--- src/rtl/muldiv_unit.sv ---
// Iterative signed/unsigned multiply/divide with architectural HI/LO registers.
// Latency: W+2 cycles from an accepted start to the done pulse (W RUN + 1 FIX + result cycle).
// Backpressure: start is accepted only while idle (busy=0); requests made while busy are dropped.
//
// Ports:
//   clk, reset        - rising-edge clock, asynchronous active-high reset
//   start, op, a, b   - operation request; op: 00 MULT, 01 MULTU, 10 DIV, 11 DIVU
//   cancel            - abort the operation in flight (RUN or FIX)
//   mthi, mtlo, wdata - direct HI/LO writes, honoured only while idle
//   busy, done, dz    - status: in flight, one-cycle completion, divide-by-zero (with done)
//   hi, lo            - HI/LO register contents
module muldiv_unit #(
  parameter int W = 32
) (
  input  logic         clk,
  input  logic         reset,
  input  logic         start,
  input  logic [1:0]   op,
  input  logic [W-1:0] a,
  input  logic [W-1:0] b,
  input  logic         cancel,
  input  logic         mthi,
  input  logic         mtlo,
  input  logic [W-1:0] wdata,
  output logic         busy,
  output logic         done,
  output logic         dz,
  output logic [W-1:0] hi,
  output logic [W-1:0] lo
);

  localparam int CW = $clog2(W) + 1;

  typedef enum logic [1:0] {IDLE, RUN, FIX} state_t;

  state_t         state;
  logic           is_div;   // op[0] (signedness) is already folded into the sign bits
  logic           sign_a;
  logic           sign_b;
  logic           div_zero;
  logic [W-1:0]   mag_b;
  logic [2*W-1:0] acc;      // multiply: {partial product, multiplier}; divide: low half is the quotient
  logic [W-1:0]   rem;      // remainder is always < divisor, so W bits hold it between iterations
  logic [CW-1:0]  cnt;

  // Operand magnitudes for the start edge
  logic           signed_op;
  logic           a_neg;
  logic           b_neg;
  logic [W-1:0]   abs_a;
  logic [W-1:0]   abs_b;

  assign signed_op = ~op[0];
  assign a_neg     = signed_op & a[W-1];
  assign b_neg     = signed_op & b[W-1];
  assign abs_a     = a_neg ? -a : a;
  assign abs_b     = b_neg ? -b : b;

  // Shift-add step: conditionally add the multiplicand into the upper half,
  // then shift the whole accumulator right with the carry.
  logic [W:0] mul_sum;
  assign mul_sum = {1'b0, acc[2*W-1:W]} + (acc[0] ? {1'b0, mag_b} : {(W+1){1'b0}});

  // Restoring divide step on the W+1-bit shifted partial remainder.
  logic [W:0] div_shift;
  logic [W:0] div_sub;
  logic       div_ge;
  assign div_shift = {rem, acc[W-1]};
  assign div_ge    = (div_shift >= {1'b0, mag_b});
  assign div_sub   = div_shift - {1'b0, mag_b};

  // Sign correction applied in FIX
  logic [2*W-1:0] prod_fix;
  logic [W-1:0]   quo_fix;
  logic [W-1:0]   rem_fix;
  assign prod_fix = (sign_a ^ sign_b) ? -acc : acc;
  assign quo_fix  = (sign_a ^ sign_b) ? -acc[W-1:0] : acc[W-1:0];
  // With a zero divisor the remainder ends up as |a|, so this also yields HI = a.
  assign rem_fix  = sign_a ? -rem : rem;

  assign busy = (state != IDLE);

  always_ff @(posedge clk or posedge reset) begin
    if (reset) begin
      state    <= IDLE;
      is_div   <= 1'b0;
      sign_a   <= 1'b0;
      sign_b   <= 1'b0;
      div_zero <= 1'b0;
      mag_b    <= '0;
      acc      <= '0;
      rem      <= '0;
      cnt      <= '0;
      done     <= 1'b0;
      dz       <= 1'b0;
      hi       <= '0;
      lo       <= '0;
    end else begin
      done <= 1'b0;
      dz   <= 1'b0;
      case (state)
        IDLE: begin
          if (mthi) hi <= wdata;
          if (mtlo) lo <= wdata;
          if (start) begin
            state    <= RUN;
            is_div   <= op[1];
            sign_a   <= a_neg;
            sign_b   <= b_neg;
            div_zero <= op[1] && (b == '0);
            mag_b    <= abs_b;
            acc      <= {{W{1'b0}}, abs_a};
            rem      <= '0;
            cnt      <= '0;
          end
        end
        RUN: begin
          if (cancel) begin
            state <= IDLE;
          end else begin
            if (is_div) begin
              rem        <= div_ge ? div_sub[W-1:0] : div_shift[W-1:0];
              acc[W-1:0] <= {acc[W-2:0], div_ge};
            end else begin
              acc <= {mul_sum, acc[W-1:1]};
            end
            cnt <= cnt + 1'b1;
            if (cnt == CW'(W - 1)) state <= FIX;
          end
        end
        FIX: begin
          state <= IDLE;
          if (!cancel) begin
            done <= 1'b1;
            dz   <= div_zero;
            if (is_div) begin
              lo <= div_zero ? {W{1'b1}} : quo_fix;
              hi <= rem_fix;
            end else begin
              hi <= prod_fix[2*W-1:W];
              lo <= prod_fix[W-1:0];
            end
          end
        end
        default: state <= IDLE;
      endcase
    end
  end

endmodule

--- config.mk ---
export PLATFORM = sky130hd
export DESIGN_NAME = muldiv_unit
export DESIGN_NICKNAME = d
export VERILOG_FILES = /design/src/rtl/muldiv_unit.sv
export SDC_FILE = /design/constraint.sdc
export NUM_CORES = 1
export LEC_CHECK = 0
export CORE_UTILIZATION = 58
export DETAILED_ROUTE_END_ITERATION = 6
export GPL_TIMING_DRIVEN = 0
export PLACE_DENSITY = 0.88
export SETUP_SLACK_MARGIN = 0.3
export SLEW_MARGIN = 10
export SYNTH_ARGS = -nofsm -noshare
export SYNTH_HDL_FRONTEND = slang
export SYNTH_SLANG_ARGS = --single-unit
export TNS_END_PERCENT = 1
--- constraint.sdc ---
create_clock -name clk -period 9.96 [get_ports clk]
set_clock_uncertainty 0.05 [all_clocks]
set_input_delay 2.49 -clock clk [delete_from_list [all_inputs] [get_ports clk]]
set_output_delay 2.49 -clock clk [all_outputs]
set_load 0.02 [all_outputs]
Word-level counts from Yosys, hierarchy flattened:

Index checks and enable logic that the tools add are counted.

* flip-flop bits (word level): 206
* input bits: 104
* output and inout port bits: 67
* word-level logic and storage cells: 87

* add/sub/neg operators: 8
* magnitude comparators: 1
* equality and inequality tests: 11
* mux-type cells: 36
* bitwise gates (word level): 4
* reductions and logical operators: 13

Operator list (number)
* 2-to-1 mux 32 bit: 18
* 2-to-1 mux 64 bit: 3
* case mux 32 bit (2 select lines): 3
* negation 32 bit: 4
* case mux 64 bit (2 select lines): 1
* negation 64 bit: 1
* adder 32 x 32 -> 33 bit: 1
* >= comparator 33 x 32 -> 1 bit: 1
* zero test 32 bit: 1
* subtractor 32 bit: 1
* inequality test 2 bit (second input constant): 7
* 2-to-1 mux 6 bit: 2
* case mux 6 bit (2 select lines): 1
* AND reduction 3 bit: 3
* AND reduction 4 bit: 2
* adder 6 x 1 -> 6 bit (second input constant): 1
* == test 6 x 5 -> 1 bit (second input constant): 1
* 2-to-1 mux 2 bit: 3
* nonzero test 2 bit: 3
* 2-to-1 mux 1 bit: 4
* case mux 2 bit (2 select lines): 1
* AND reduction 2 bit: 2
* inequality test 3 bit (second input constant): 1
* AND 1 bit: 2
* 6 further kinds: 6

Depth between registers and ports, before layout:

Gate-level depths: netlist of the first run.

* depth after elaboration: 6
* gate-level depth with buffers: 14
* gate-level depth less buffers: 13

Least setup slack after synthesis of the first run:

OpenSTA, ideal clock, no wires.

* path kind: input -> register
* start point: input port a[5]
* end point: register acc[29]
* setup time: 0.135 ns
* arrival: 4.163 ns
* data required time: 9.775 ns
* setup slack: 5.613 ns
* cell stages on the path: 9
* cells stage by stage: nor4_1 nand4_1 or2_2 nand2b_1 nor3_1 a21oi_1 xor2_1 o21ai_0 o21ai_0

* longest elaborated chain between the ends: 4

Ends and longest elaborated chain
* from (decl): line 19 `input logic [W-1:0] a,`
* negation 32 bit: line 56 `assign abs_a = a_neg ? -a : a;`
* 2-to-1 mux 32 bit: line 56
* 2-to-1 mux 64 bit: line 105 `if (start) begin`
* case mux 64 bit (2 select lines): line 101 `case (state)`
* to (signal assigned): line 112 `acc <= {{W{1'b0}}, abs_a};`
* to (signal, indexed assignment): line 123 `acc[W-1:0] <= {acc[W-2:0], div_ge};`
* to (signal assigned): line 125 `acc <= {mul_sum, acc[W-1:1]};`
* to (decl): line 42 `logic [2*W-1:0] acc;`

No other way between the ends. The select of a mux whose other input is x is not followed.
A chain may end at the register's enable or synchronous reset.

Worst setup path after layout of the first run:

* start point: register state[1]
* end point: output port busy

* longest elaborated chain between the ends: 1

Ends and longest elaborated chain
* from (decl): line 36 `state_t state;`
* from (signal assigned): line 85 `state <= IDLE;`
* from (signal assigned): line 106 `state <= RUN;`
* from (signal assigned): line 119 `state <= IDLE;`
* nonzero test 2 bit: line 81 `assign busy = (state != IDLE);`
* to (decl): line 25 `output logic busy,`

No other way between the ends.

==> results of run 1 <==
-- cell usage after synthesis, types with 21 or more instances --
master and number:
nand2_1 317, o21ai_0 271, dfrtp_1 206, nor2_1 150, a21oi_1 122, clkbuf_1 107, xnor2_1 106, xor2_1 90
inv_1 77, ha_1 69, mux2i_1 40, o22ai_1 36, nor3_1 33, o31ai_1 32, nand3_1 30, nand2b_1 26
a21o_1 24, o211ai_1 21
-- layer usage --
layer	vias up	global-route usage (%)	part of all wire [%]
li1	7648	-	-
met1	7905	54.8	42
met2	931	62.8	44
met3	106	7.40	10
met4	0	13.5	3.5
met5	-	0	0
-- sequential cells by signal (all words and copies together), names as in the netlist --
register and count:
cnt 6, hi 32, mag_b 32, done 1, acc 64, sign_a 1, lo 32, dz 1
sign_b 1, rem 32, div_zero 1, state 2, is_div 1
-- power by group --
group	internal [mW]	leakage [nW]	switching (mW)
Clock	0.579	0.416	0.374
Combinational	0.646	5.04	1.04
Sequential	1.00	2.64	0.231
-- worst paths after layout --
kind	from	to	depth (start not counted)
worst max-delay path	state[1]	busy	3
worst min-delay path	mag_b[10]	mag_b[10]	2
worst max register to register	acc[31]	rem[30]	12
worst min register to register	mag_b[10]	mag_b[10]	2
max in group asynchronous	reset	cnt[4]	3
min in group asynchronous	reset	acc[40]	2
-- kinds of logic (layout without fill, tap and decap cells) --
kind of cell | after synthesis | after routing | share of synthesized area [%]
adder cells (fa/ha/maj) | 71 | 71 | 5.67
multiplexers | 41 | 41 | 2.58
flip-flops | 206 | 206 | 32.3
AND/OR/NAND/NOR | 669 | 669 | 19.1
XOR/XNOR | 196 | 196 | 10.8
buffers and inverters | 198 | 413 | 4.75
AO/OA/AOI/OAI | 650 | 650 | 24.8
-- layout make-up --
cell class                 instances  area [sq um]  area share (%)
multi-input combinational       1627         10000            52.9
sequential                       206          5150            27.2
timing repair buffer             171          1730            9.12
clock buffer                      33           716            3.77
buffer                           120           464            2.45
tap                              341           427            2.25
inverter                          78           300            1.58
clock inverter                    11           138           0.726
-- worst max-delay path: stages, from the launching register on --
cell and delay [ns]:
dfrtp_1 0.49, nor2_1 0.57, inv_1 0.15, clkdlybuf4s50_1 0.57
-- per-stage QoR --
stage / hold WS [ns] / cells / TNS (ns) / worst slack [ns] / utilization, %
detailed placement: 0.420 / 2543 / 0 / 4.61 / 67.2
floorplan: 0.400 / 2031 / 0 / 1.80 / -
global route: 0.450 / 2587 / 0 / 4.71 / 70.3
finish: 0.427 / 2587 / 0 / 5.11 / 70.3
global placement: 0.412 / 2542 / -171.08 / -0.861 / 67.1
CTS: 0.433 / 2587 / 0 / 5.15 / 70.3
==> reports/results.tsv, run 1 <==
stage	metric	value	unit
outcome	status	finished clean	
layout	nets	2403	
timing	max_slew_margin	29.2	%
logic_synthesis	ys_types	69	
placed_design	place_area	18100	sq um
cts	cts-htree-levels	1	
grt	grt_max_degree	114	
critical_path	worstSetupPathType	reg2out	
logic_synthesis	synth_top_flop_cell	dfrtp_1	
logic_synthesis	synth_top_area_share	32.3	%
logic_synthesis	synth-seq-cells	206	
placed_design	hpwl	44700	microns
floorplan	die_y	168	microns
critical_path	critPathMaxFanout	7	
drt	viasPerCell	6.41	
floorplan	dieArea	28200	sq um
drt	drt_iter0_markers	2031	
layout	final_cell_mix	nand2_1 (317), o21ai_0 (271), dfrtp_1 (206)	
floorplan	core_area	27000	sq um
cts	insertion_delay	0.54	ns
cts	tritoncts	built	
placed_design	io_buffers	170	
power_and_ir_drop	total_power	3.88	mW
timing	finalMaxSlewViolations	0	
placed_design	gp_congestion	0.966	
critical_path	cp-start-kind	flip-flop	
timing	tightest_slew	1.04	ns
cts	numCtsBuffers	24	
power_and_ir_drop	leakage	8.10	nW
layout	area_growth	18.9	%
logic_synthesis	async_reset_ff_share	100	%
timing	final-setup-viol-count	0	
drt	routed-via-count	16600	
layout	num_antenna_cells	0	
power_and_ir_drop	vdd_drop_max	0.128	mV
critical_path	endpoint_kind	output pin	
cts	clk_path_buf_depth	3	
grt	grt_first_pass_wirelength	87300	microns
critical_path	r2r_slack	5.54	ns
timing	finalHoldViolCount	0	
drt	routedWlPerCell	21.7	microns
timing	clock.fmax	206	MHz
logic_synthesis	synth_edf_count	0	
logic_synthesis	synthCells	2031	
timing	min_period_over_period	48.7	%
floorplan	die_x	168	microns
logic_synthesis	mappedNetlistArea	15900	sq um
floorplan	rows	60	
logic_synthesis	synth-seq-area-share	32.3	%
logic_synthesis	avgSynthCellArea	7.85	sq um
grt	antenna_found_initial	0	
floorplan	io_pins	171	
flow_run	max_cap_violations	0	
cts	path_clk_slew	0.06	ns
logic_synthesis	ys_warn_count	0	
critical_path	cp.arrival	2.31	ns
drt	routed_wl	56200	microns
power_and_ir_drop	p_per_area	204	nW/um^2
drt	ant_nets	0	
layout	nFillCells	2274	
layout	drive_gt1_share	3.52	%
cts	cts-root-buf	clkbuf_16	
logic_synthesis	syn_nets	2206	
drt	drcViolationCount	0	
timing	rsz0062_at_grt	false	
layout	final_cell_area	19000	sq um
grt	grt_overflow_total	0	
layout	final_common_cell	nand2_1	
cts	cts_sinks	206	
drt	drtPass1Iterations	6	
timing	period_needed	4.85	ns
critical_path	required	7.42	ns
grt	grt_pass1_vias	15400	
worst_hold_path	min_path_type	reg2reg	
logic_synthesis	synth_top_area_cell	dfrtp_1	
cts	cts_setup_buffers	0	
logic_synthesis	ys_top_cells_by_area	dfrtp_1 (32%), o21ai_0 (8.5%), nand2_1 (7.5%), xnor2_1 (5.8%), ha_1 (5.4%)	
cts	ctsResizeCount	0	
floorplan	initial_core_util	59.2	%
cts	cts.hold.buffers_added	0	
grt	grt_use_total	39.7	%
No activity file was read; power rests on OpenSTA's default activity.
==> run 2: changes to the inputs <==
clock period = 4.5 ns   (was 9.96 ns; I/O delays follow)
==> run 2 against run 1 <==
Effect of this change: non-clock buffer count increased by 7; die area unchanged; count of clock-buffer cells in the layout unchanged; clock power rose by 120%; largest power group unchanged; critical endpoint is now rem[20].
==> reports/results.tsv, run 2 (synthesized netlist as in run 1, its figures left out) <==
stage	metric	value	unit
floorplan	rows	60	
drt	drtPass1Iterations	6	
grt	busiest_layer	met2	
floorplan	initial_core_util	59.2	%
critical_path	r2r_slack	0.41	ns
outcome	status	finished clean	
layout	multiInputGateArea	10100	sq um
grt	grt_util_met3	7.12	%
power_and_ir_drop	comb_power_share	43.8	%
timing	period_needed	4.09	ns
placed_design	dp_cells	2547	
grt	grt_use_total	39.3	%
floorplan	die_x	168	microns
drt	drcViolationCount	0	
grt	antenna_found_initial	0	
cts	cts_sinks	206	
drt	routedWlPerCell	21.4	microns
power_and_ir_drop	p_sw	3.65	mW
placed_design	io_buffers	170	
layout	final_util	70.7	%
cts	cts.hold.buffers_added	0	
power_and_ir_drop	swShare	42.7	%
drt	routed-via-count	16700	
layout	register_area	5160	sq um
timing	finalHoldViolCount	0	
timing	tightest_slew	0.972	ns
floorplan	dieArea	28200	sq um
floorplan	die_y	168	microns
timing	rsz0062_at_grt	true	
critical_path	critPathMaxFanout	10	
timing	clock.fmax	245	MHz
layout	area_growth	19.5	%
worst_hold_path	min_path_type	reg2reg	
layout	final_common_cell	nand2_1	
critical_path	required	4.84	ns
grt	grt_first_pass_wirelength	86700	microns
timing	fin_setup_tns	0	ns
critical_path	cp.arrival	4.42	ns
power_and_ir_drop	p_int	4.90	mW
layout	num_antenna_cells	0	
timing	min_period_over_period	90.8	%
drt	ant_nets	0	
drt	routed_wl	55500	microns
power_and_ir_drop	total_power	8.55	mW
timing	final-setup-viol-count	0	
critical_path	cp-start-kind	flip-flop	
power_and_ir_drop	p_seq_share	32.1	%
grt	grtUsageMet1	55.0	%
cts	numCtsBuffers	25	
placed_design	gp_congestion	0.997	
timing	finalMaxSlewViolations	0	
cts	path_clk_slew	0.07	ns
layout	nets	2411	
grt	grt_pass1_vias	15600	
timing	max_slew_margin	34.7	%
critical_path	endpoint_kind	flip-flop	
grt	grt_overflow_total	0	
placed_design	hpwl	44400	microns
cts	tritoncts	built	
drt	viasPerCell	6.44	
power_and_ir_drop	clockPowerShare	24.1	%
layout	fin_cells	2594	
cts	insertion_delay	0.54	ns
layout	largest_register_ffs	64	
cts	clk_path_buf_depth	3	
layout	regMostFlops	acc	
critical_path	worstSetupPathType	reg2reg	
layout	drive_gt1_share	4.17	%
grt	grt_max_degree	40	
power_and_ir_drop	leakage	8.14	nW
floorplan	core_area	27000	sq um
power_and_ir_drop	vdd_drop_max	0.268	mV
layout	final_cell_mix	nand2_1 (317), o21ai_0 (270), dfrtp_1 (205)	
layout	nFillCells	2186	
floorplan	io_pins	171	
flow_run	max_cap_violations	0	
grt	use_met2	60.7	%
power_and_ir_drop	p_per_area	449	nW/um^2
cts	cts-htree-levels	1	
cts	cts-root-buf	clkbuf_16	
drt	drt_iter0_markers	2261	
[run 2: cell count changes in the layout (fill, tap and decap cells not counted), sizes merged]
cell      previous run  this run
buf                 14        21
inv                 78        76
clkinv               5         6
bufinv               3         2
clkinvlp             3         5
[run 2: power by group through the flow]
| stage | sequential [mW] | clock [mW] | combinational [mW] |
|---|---|---|---|
| 2_1_floorplan | 2.70 | 0 | 2.32 |
| 3_3_place_gp | 2.72 | 0 | 3.53 |
| 3_5_place_dp | 2.74 | 0 | 3.62 |
| 4_1_cts | 2.71 | 2.06 | 3.64 |
| 5_1_grt | 2.78 | 2.13 | 4.08 |
| 6_report | 2.74 | 2.07 | 3.75 |
[run 2: what timing repair did]
| item | 4_1_cts | 5_1_grt |
|---|---|---|
| gates resized for setup | 1 | 12 |
| buffers inserted | 0 | 3 |
| pin swaps | 0 | 1 |
| endpoints found under the setup margin | 9 | 16 |
[run 2: cell type report]
cell class,count,area share (%)
flip-flops and latches,206,27.1
multi-input cells,1627,52.7
inverters,78,1.58
clock buffers,33,3.76
plain buffers,120,2.45
clock inverters,11,0.611
well taps,341,2.24
repair buffers,178,9.57
[run 2: worst paths after layout]
path	startpoint	endpoint	cells past startpoint
worst max-delay path	rem[20]	rem[20]	12
worst min-delay path	mag_b[13]	mag_b[13]	2
worst max register to register	rem[20]	rem[20]	12
worst min register to register	mag_b[13]	mag_b[13]	2
max in group asynchronous	reset	cnt[3]	4
min in group asynchronous	reset	acc[45]	2
[run 2: stage by stage]
step / area, sq um / setup slack (ns) / hold slack, ns
2_1_floorplan: 15900 / 0.653 / 0.400
3_3_place_gp: 18100 / -0.958 / 0.411
3_5_place_dp: 18200 / 0.252 / 0.421
4_1_cts: 19000 / 0.293 / 0.433
5_1_grt: 19100 / 0.298 / 0.454
6_report: 19100 / 0.414 / 0.426
[run 2: critical path: stages (launching register included)]
cell and delay [ns]:
dfrtp_1 0.48, ha_1 0.31, clkbuf_1 0.26, nand2_1 0.23, or4_1 0.57, nor4_2 0.37, nand4_1 0.26, a31o_2 0.32
o31a_1 0.16, clkbuf_1 0.28, clkbuf_2 0.29, a32oi_1 0.22, o21ai_0 0.13
[run 2: per-layer routing]
layer | vias up | routed length [microns]
li1 | 7644 | -
met1 | 7948 | 23400
met2 | 973 | 24000
met3 | 140 | 5860
met4 | 0 | 2250
met5 | - | 0
==> run 3: changes to the inputs <==
CTS_CLUSTER_SIZE = 16   (was default)
MAX_ROUTING_LAYER = met4   (was default)
clock period = 4.3 ns   (was 4.5 ns; I/O delays follow)
==> run 3 against run 2 <==
Effect of this change: count of clock-buffer cells in the layout is 1 higher; clock power grew 7%; die area unchanged.
==> reports/results.tsv, run 3 (synthesized netlist as in run 1, its figures left out) <==
stage	metric	value	unit
cts	cts-htree-levels	1	
critical_path	cp_top_family	compound AO/OA/AOI/OAI gates	
floorplan	core_area	27000	sq um
layout	register_area	5150	sq um
power_and_ir_drop	vdd_drop_max	0.409	mV
critical_path	crit_slowest_cell	dfrtp_1	
grt	antenna_found_initial	0	
layout	multiInputGateArea	10000	sq um
layout	largest_register_ffs	64	
power_and_ir_drop	total_power	9.00	mW
critical_path	r2r_slack	0.19	ns
floorplan	die_x	168	microns
timing	fin_hold_ws	0.430	ns
timing	finalHoldViolCount	0	
timing	tightest_slew	0.884	ns
critical_path	max_stage_delay	0.65	ns
critical_path	cp-start-kind	flip-flop	
grt	grt_max_degree	39	
drt	routed_wl	57000	microns
grt	grt_pass1_vias	15500	
layout	regMostFlops	acc	
placed_design	place_area	18200	sq um
power_and_ir_drop	p_seq_share	31.9	%
drt	drt_iter0_markers	2013	
drt	routedWlPerCell	22.0	microns
cts	numCtsBuffers	24	
floorplan	die_y	168	microns
layout	nets	2409	
drt	routed-via-count	16700	
layout	final_cell_area	19000	sq um
timing	final-setup-viol-count	0	
worst_hold_path	min_path_type	reg2reg	
layout	area_growth	19.4	%
timing	worst_slack	0.190	ns
critical_path	required	4.64	ns
critical_path	crit_top_cell	o21ai_0	
drt	drcViolationCount	0	
power_and_ir_drop	swShare	42.4	%
drt	viasPerCell	6.46	
critical_path	endpoint_kind	flip-flop	
critical_path	critPathMaxFanout	10	
layout	nFillCells	2203	
flow_run	max_cap_violations	0	
grt	grt_use_total	41.2	%
timing	max_slew_margin	40.6	%
outcome	status	finished clean	
power_and_ir_drop	leakage	8.14	nW
timing	period_needed	4.11	ns
critical_path	worstSetupPathType	reg2reg	
layout	drive_gt1_share	3.65	%
critical_path	cp.arrival	4.45	ns
timing	finalMaxSlewViolations	0	
layout	final_util	70.7	%
placed_design	gp_congestion	0.986	
layout	final_cell_mix	nand2_1 (317), o21ai_0 (270), dfrtp_1 (206)	
cts	cts_sinks	206	
layout	num_antenna_cells	0	
drt	ant_nets	0	
power_and_ir_drop	p_int	5.18	mW
cts	cts-root-buf	clkbuf_16	
cts	insertion_delay	0.54	ns
grt	grt_first_pass_wirelength	87700	microns
drt	drtPass1Iterations	6	
floorplan	io_pins	171	
power_and_ir_drop	clockPowerShare	24.5	%
cts	path_clk_slew	0.06	ns
placed_design	hpwl	45700	microns
power_and_ir_drop	comb_power_share	43.6	%
cts	cts.hold.buffers_added	0	
placed_design	place_ws	0.101	ns
timing	rsz0062_at_grt	true	
cts	clk_path_buf_depth	3	
power_and_ir_drop	p_per_area	473	nW/um^2
timing	min_period_over_period	95.6	%
placed_design	io_buffers	170	
critical_path	path_cells	inv_1 -> clkbuf_1 -> nor2_1 -> ha_1 -> o21a_1 -> o21ai_0 -> nor3_1 -> o211ai_1 -> a21oi_1 -> a31oi_1 -> o21ai_0 -> xnor2_1 -> o21ai_0	
cts	tritoncts	built	
timing	clock.fmax	243	MHz
floorplan	dieArea	28200	sq um
floorplan	rows	60	
critical_path	worst-path-buf-inv	2	
grt	grt_overflow_total	0	
power_and_ir_drop	p_sw	3.82	mW
layout	final_common_cell	nand2_1	
floorplan	initial_core_util	59.2	%
[run 3: cell count changes in the layout (fill, tap and decap cells not counted), moves of 2 or more]
cell        before  now
bufinv_16        2    4
clkbuf_1       107  110
clkinv_2         5    1
buf_4            3    1
clkinvlp_4       5    2
clkbuf_8         6    3
[run 3: cell type report]
| cell class | instances | area share [%] |
|---|---|---|
| Sequential cell | 206 | 27.1 |
| Inverter | 78 | 1.56 |
| Timing Repair Buffer | 177 | 9.61 |
| Clock buffer | 34 | 3.62 |
| Tap cell | 341 | 2.24 |
| Multi-Input combinational cell | 1627 | 52.7 |
| Clock inverter | 6 | 0.697 |
| Buffer | 120 | 2.46 |
[run 3: worst paths after layout]
check / cells after the start / startpoint / to
setup reg to reg: 13 / acc[0] / acc[62]
hold / removal: 2 / lo[2] / lo[2]
hold reg to reg: 2 / lo[2] / lo[2]
setup / recovery: 13 / acc[0] / acc[62]
min in group asynchronous: 2 / reset / acc[40]
max in group asynchronous: 4 / reset / acc[23]
[run 3: power by group through the flow]
stage,logic (mW),clock network (mW),registers (mW)
3_3_place_gp,3.72,0,2.85
2_1_floorplan,2.43,0,2.83
3_5_place_dp,3.80,0,2.87
6_report,3.92,2.21,2.87
4_1_cts,3.83,2.19,2.84
5_1_grt,4.26,2.26,2.90
[run 3: what timing repair did]
action	CTS	global route
gates resized for setup	4	4
setup buffers	1	0
endpoints found under the setup margin	14	35
pin swaps	2	0
[run 3: per-stage QoR]
step                      TNS [ns]  instances
after floorplan                  0       2031
after CTS                        0       2589
final                            0       2589
after detailed placement         0       2548
after global routing             0       2589
after global placement     -221.16       2542
[run 3: layer usage]
layer  share of wire [%]  routed length, microns  track usage (%)
met1                  42                   23900             55.1
met2                  44                   25300             63.8
met3                  10                    5830             7.66
met4                 3.5                    1980             12.4
met5                   0                       0                -
[run 3: worst min-delay path: cells and delay by family, from the launching register on]
kind,cells,cell delay [ns]
DFF,1,0.34
AOI/OAI and AO/OA,1,0.06
and+or+nand+nor,1,0.05
